File: src/rtl/gate_trigger_sequencer_pkg.sv
// Shared definitions for the lap-timer gate sequencer: FSM state encoding
// and the polarity of a broken IR beam.
package gate_trigger_sequencer_pkg;

    typedef enum logic [1:0] {
        ST_IDLE    = 2'd0,
        ST_ARMED   = 2'd1,
        ST_RUNNING = 2'd2,
        ST_HOLDOFF = 2'd3
    } seq_state_t;

    // Raw and debounced gate levels read 0 while the beam is interrupted.
    localparam logic GATE_BROKEN = 1'b0;

endpackage

File: src/rtl/gate_trigger_sequencer_debouncer.sv
// One IR gate: 2-flop synchroniser followed by a consecutive-sample debouncer.
// break_evt pulses for one cycle when the accepted level falls to "broken".
module gate_debouncer
    import gate_trigger_sequencer_pkg::*;
#(
    parameter int DEBOUNCE_MS = 5
) (
    input  logic clk_1khz,
    input  logic reset,
    input  logic raw_n,
    output logic level,
    output logic break_evt
);

    localparam int CW = (DEBOUNCE_MS > 1) ? $clog2(DEBOUNCE_MS + 1) : 1;

    logic          sync1_reg;
    logic          sync2_reg;
    logic [CW-1:0] cnt_reg;
    logic          level_reg;
    logic          break_reg;

    // Synchronise, then accept a new level only after DEBOUNCE_MS mismatching samples in a row.
    always_ff @(posedge clk_1khz) begin
        if (reset) begin
            sync1_reg <= 1'b1;
            sync2_reg <= 1'b1;
            cnt_reg   <= '0;
            level_reg <= 1'b1;
            break_reg <= 1'b0;
        end else begin
            sync1_reg <= raw_n;
            sync2_reg <= sync1_reg;
            break_reg <= 1'b0;
            if (sync2_reg != level_reg) begin
                if (cnt_reg == CW'(DEBOUNCE_MS - 1)) begin
                    level_reg <= sync2_reg;
                    cnt_reg   <= '0;
                    break_reg <= (sync2_reg == GATE_BROKEN);
                end else begin
                    cnt_reg <= cnt_reg + 1'b1;
                end
            end else begin
                cnt_reg <= '0;
            end
        end
    end

    assign level     = level_reg;
    assign break_evt = break_reg;

endmodule

File: src/rtl/gate_trigger_sequencer.sv
// Lap-timer gate sequencer: debounces the start/finish beams and produces
// single-cycle start/stop pulses, with a forced stop after TIMEOUT_MS.
module gate_trigger_sequencer
    import gate_trigger_sequencer_pkg::*;
#(
    parameter int DEBOUNCE_MS = 5,
    parameter int TIMEOUT_MS  = 2000,
    parameter int HOLDOFF_MS  = 200
) (
    input  logic       clk_1khz,
    input  logic       reset,
    input  logic       arm,
    input  logic       abort,
    input  logic       gate_start_n,
    input  logic       gate_stop_n,
    output logic       start,
    output logic       stop,
    output logic       timeout,
    output logic       arm_rejected,
    output logic [1:0] state
);

    localparam int RW = $clog2(TIMEOUT_MS + 1);
    localparam int HW = $clog2(HOLDOFF_MS + 1);

    // Index 0 = start line, index 1 = finish line.
    logic [1:0] gate_raw_n;
    logic [1:0] gate_level;
    logic [1:0] gate_break;
    logic       unused_stop_level;

    assign gate_raw_n        = {gate_stop_n, gate_start_n};
    assign unused_stop_level = gate_level[1];

    genvar gi;
    generate
        for (gi = 0; gi < 2; gi++) begin : g_gate
            gate_debouncer #(
                .DEBOUNCE_MS(DEBOUNCE_MS)
            ) u_deb (
                .clk_1khz (clk_1khz),
                .reset    (reset),
                .raw_n    (gate_raw_n[gi]),
                .level    (gate_level[gi]),
                .break_evt(gate_break[gi])
            );
        end
    endgenerate

    seq_state_t    state_reg, state_next;
    logic [RW-1:0] run_cnt_reg, run_cnt_next;
    logic [HW-1:0] hold_cnt_reg, hold_cnt_next;
    logic          start_reg, start_next;
    logic          stop_reg, stop_next;
    logic          timeout_reg, timeout_next;
    logic          rej_reg, rej_next;

    // State, counters and registered output pulses.
    always_ff @(posedge clk_1khz) begin
        if (reset) begin
            state_reg    <= ST_IDLE;
            run_cnt_reg  <= '0;
            hold_cnt_reg <= '0;
            start_reg    <= 1'b0;
            stop_reg     <= 1'b0;
            timeout_reg  <= 1'b0;
            rej_reg      <= 1'b0;
        end else begin
            state_reg    <= state_next;
            run_cnt_reg  <= run_cnt_next;
            hold_cnt_reg <= hold_cnt_next;
            start_reg    <= start_next;
            stop_reg     <= stop_next;
            timeout_reg  <= timeout_next;
            rej_reg      <= rej_next;
        end
    end

    // Next-state and pulse decode; abort overrides everything, a real stop beats timeout.
    always_comb begin
        state_next    = state_reg;
        start_next    = 1'b0;
        stop_next     = 1'b0;
        timeout_next  = 1'b0;
        rej_next      = 1'b0;
        run_cnt_next  = '0;
        hold_cnt_next = '0;

        // Counters only run in their own state, so they start from zero on entry.
        if (state_reg == ST_RUNNING) begin
            run_cnt_next = (run_cnt_reg == RW'(TIMEOUT_MS)) ? run_cnt_reg : run_cnt_reg + 1'b1;
        end
        if (state_reg == ST_HOLDOFF) begin
            hold_cnt_next = hold_cnt_reg + 1'b1;
        end

        if (abort) begin
            state_next = ST_IDLE;
            stop_next  = (state_reg == ST_RUNNING);
        end else begin
            case (state_reg)
                ST_IDLE: begin
                    if (arm) begin
                        if (gate_level[0] == GATE_BROKEN) begin
                            rej_next = 1'b1;
                        end else begin
                            state_next = ST_ARMED;
                        end
                    end
                end
                ST_ARMED: begin
                    if (gate_break[0]) begin
                        start_next = 1'b1;
                        state_next = ST_RUNNING;
                    end
                end
                ST_RUNNING: begin
                    if (gate_break[1]) begin
                        stop_next  = 1'b1;
                        state_next = ST_HOLDOFF;
                    end else if (run_cnt_reg == RW'(TIMEOUT_MS - 1)) begin
                        stop_next    = 1'b1;
                        timeout_next = 1'b1;
                        state_next   = ST_HOLDOFF;
                    end
                end
                ST_HOLDOFF: begin
                    if (hold_cnt_reg == HW'(HOLDOFF_MS - 1)) begin
                        state_next = ST_IDLE;
                    end
                end
                default: state_next = ST_IDLE;
            endcase
        end
    end

    assign start        = start_reg;
    assign stop         = stop_reg;
    assign timeout      = timeout_reg;
    assign arm_rejected = rej_reg;
    assign state        = state_reg;

endmodule
File: config.mk
export PLATFORM = sky130hd
export DESIGN_NAME = gate_trigger_sequencer
export DESIGN_NICKNAME = d
export VERILOG_FILES = /design/src/rtl/gate_trigger_sequencer_pkg.sv /design/src/rtl/gate_trigger_sequencer_debouncer.sv /design/src/rtl/gate_trigger_sequencer.sv
export SDC_FILE = /design/constraint.sdc
export NUM_CORES = 1
export LEC_CHECK = 0
export CAP_MARGIN = 20
export CORE_MARGIN = 2
export CORE_UTILIZATION = 37
export DETAILED_ROUTE_END_ITERATION = 16
export SLEW_MARGIN = 0
export SYNTH_ARGS = -nofsm -noshare
export SYNTH_HDL_FRONTEND = slang
export SYNTH_SLANG_ARGS = --single-unit
export TNS_END_PERCENT = 10
File: constraint.sdc
create_clock -name clk_1khz -period 3.37 [get_ports clk_1khz]
set_input_delay 0.674 -clock clk_1khz [delete_from_list [all_inputs] [get_ports clk_1khz]]
set_output_delay 0.674 -clock clk_1khz [all_outputs]
set_load 0.02 [all_outputs]
==> metrics list <==
* Clk Latency, worst-skew pair: 0.29 ns
- Setup repair after global routing left no endpoint under its margin.
- Routability congestion estimate from global placement: 0.785
* Reg-to-Reg End: timeout
- The worst setup path is of the flip-flop to output port kind.
- Cells along the critical path: clkdlybuf4s50_1
- STA classifies the critical path startpoint as a flip-flop.
- No sink is reached through more buffers than the 2 on the longest clock path.
* Clk root buf: clkbuf_8
- Maximum net fanout on the critical path: 5
- Number of antenna cells inserted: 0
- Number of buffers and inverters on the critical path: 1
- Max-slew headroom at the worst pin: 0.669
- Clk pin slew, worst setup/hold paths: roughly 0.07 ns
* Die area: between 0.005 and 0.006 mm2
* Area after DPL: 0.00181 mm2
- Among all stages on the critical path, the largest delay is contributed by clkdlybuf4s50_1.
* Util after Layout: 0.433
- Worst Hold Launch: g_gate[0].u_deb.sync1_reg
* Number of flip-flops in the largest register: 11
- Among all flip-flop cells after synthesis, the most frequent one is dfxtp_1.
* Required time of the critical path: ~2.7 ns
* Number of hold buffers added after CTS: 0
- Across every metal layer, demand over resource in global routing totals 0.125.
- Grt total ovfl: 0
- The number of cells on the worst reg-to-reg path is 4.
* Worst hold path class: flip-flop to flip-flop
- Yosys mapped a number of flops with a built-in enable equal to 0.
- Data arrival, critical path: around 1.3 ns
- In this run the critical register-to-register path is launched from run_cnt_reg[1].
- Core region area: 0.00435 mm2
- Reg-to-reg slack, setup: around 1.6 ns
* Synthesis-to-layout area growth: 13.3%
- Wire length per cell after detailed routing: 11.7 um
- Type of element capturing the critical path: output port
* Total length of routed wires: 2.81 mm
- Max Clock Skew: about 0.0038 ns
* MaxCap Viol Count: 0
* Initial core utilization: 0.382
- Max IR drop VDD: about 240 uV
- Summing every instance area after synthesis gives roughly 0.0017 mm2.
* DRC errors left: 0
- Total of fill cells in the finished design: ~420
- The die is just over 70 um wide.
* Worst-Margin Slew: just under 0.5 ns
* Clock net sink count: 39
- Vias per inst: slightly below 5
* Crit path max-delay family: buffers and inverters
- Worst path max stage delay: around 0.64 ns
* Final setup violation count: 0
- Y dimension of the die: 71.1 um
- After synthesis, the cell types taking the most area are dfxtp_1 47%, ha_1 9.0%, nor2_1 5.6%.
* Post-synth top area cell: dfxtp_1
* Initial antenna violation count: 0
* Detailed router's first-iteration violation count: 66
* Power per unit of standard cell area: about 420 mW/mm2
* Fmax: approximately 0.5 GHz
- Pin count of the biggest net entering global routing: 17
- Detailed routing inserted a total of approximately 1200 vias.
* Final count of pins violating max slew: 0
- Post-synthesis register bit count: 39
- Count of synthesis-stage warnings from yosys: 0
- Dividing the final minimum period by the clock period gives 0.598.
- Along the worst hold path, the cell count comes to 1.
* Total of cells resized after clock tree synthesis: 0
- For hold timing, the worst endpoint is g_gate[0].u_deb.sync2_reg.
- In this run the remaining antenna-violating nets after routing total 0.
- TritonCTS created 5 clock buffers.
- Area share of the largest cell type after synthesis: 0.469
- Leakage: between 0.6 and 0.7 nW
- A synthesized cell averages between 9 and 10 um2.
* Layout cells sized above 1: 0.0585
* Port Buffers: 11
- Count of different cell masters after synthesis: 36
- The H-tree was split into 2 levels.
- First-pass iteration count of the detailed router: 4
* Hold Fails Final Rpt: 0
* Cell types with the highest counts after synthesis: 39 x dfxtp_1, 25 x nor2_1, 12 x ha_1, 10 x inv_1, 10 x nand2_1
* Row cnt: 24
* Final Net Count: about 210
* # IOs: 12
- In the final timing run, aggregate negative setup slack is 0 ns.
- Of all flip-flops after synthesis, the portion carrying an async set or reset was 0.
* Leading cell type by number of instances after synthesis: dfxtp_1
* Clock tree from TritonCTS: built
- With fillers left out, the area of the finished cells amounts to between 0.0015 and 0.002 mm2.
- The via count of the first global-routing pass came to approximately 1200.
* Post-CTS setup buffers: 0
- The first global-routing pass estimated approximately 4.9 mm of wire.
- Synthesis produced a netlist whose cell count is about 180.
- For this run, the register share of the synthesized area comes to 0.469.
* Time the worst path needs with I/O delays and setup: ~2 ns
- Synthesis produced a netlist with a net count of 193.
* Estimated wirelength of the detail-placed design: between 2 and 2.5 mm
- The run finished with clean final reports.
layout make-up:
| cell class | instances | area [um2] | share of cell area |
|---|---|---|---|
| Timing Repair Buffer | 11 | 110 | 0.0584 |
| Inverter | 10 | 37.5 | 0.0199 |
| Sequential cell | 39 | 781 | 0.414 |
| Clock buffer | 6 | 72.6 | 0.0385 |
| Tap cell | 52 | 65.1 | 0.0345 |
| Multi-Input combinational cell | 122 | 820 | 0.435 |
metal layers:
metal  wire length, um  vias to the layer above  GRT usage
li1                  -                      611          -
met1              1270                      535      0.140
met2              1370                       14      0.201
met3                82                        9     0.0427
met4                82                        0     0.0818
met5                 0                        -          0
worst max-delay path by stage:
stage | startpoint | cells past startpoint | end | slack [ns]
finish | state[1] | 1 | state[1] | 1.36
global route | reset | 3 | timeout | 1.27
CTS | state[1] | 1 | state[1] | 1.34
detailed placement | reset | 3 | timeout | 1.05
global placement | reset | 3 | timeout | 1.22
floorplan | run_cnt_reg[1] | 4 | timeout | 1.89
kinds of logic (layout without fill, tap and decap cells):
logic type                 count (synthesis)  in the layout  synth area share
buffers and inverters                     14             27            0.0383
DFF                                       39             39             0.469
xor gates and xnor gates                  16             16            0.0842
and+or+nand+nor                           79             79             0.250
AOI/OAI and AO/OA                         11             11            0.0436
muxes                                      4              4            0.0241
adders and majority gates                 12             12            0.0902
through the flow:
stage	hold slack [ns]	std cells	total power, mW	setup WS, ns
floorplan	0.389	175	0.498	1.89
global placement	0.395	234	0.510	1.22
detailed placement	0.393	234	0.512	1.05
CTS	0.407	240	0.799	1.34
global route	0.430	240	0.825	1.27
finish	0.404	240	0.786	1.36
report_power, final:
| part | internal, mW | switching, mW | total [mW] | leakage (nW) |
|---|---|---|---|---|
| Clock | 0.138 | 0.148 | 0.286 | 0.0371 |
| Combinational | 0.0166 | 0.0158 | 0.0325 | 0.336 |
| Sequential | 0.465 | 0.00302 | 0.468 | 0.315 |
cell usage in the layout, fill, tap and decap left out, types with 2 or more instances in the layout:
cell / synthesis / routed
or2b_1: 2 / 2
xor2_1: 9 / 9
xnor2_1: 7 / 7
nand3_1: 6 / 6
a21oi_1: 4 / 4
inv_1: 10 / 10
mux2i_1: 4 / 4
nor2_1: 25 / 25
clkdlybuf4s50_1: 0 / 11
nor4_1: 2 / 2
or2_2: 4 / 4
nor3_1: 5 / 5
nand2b_1: 2 / 2
and3_1: 9 / 9
dfxtp_1: 39 / 39
nand4_1: 3 / 3
nor4b_1: 2 / 2
nand2_1: 10 / 10
ha_1: 12 / 12
a211o_1: 2 / 2
clkbuf_8: 0 / 5
(Power assumes the default switching activity.)
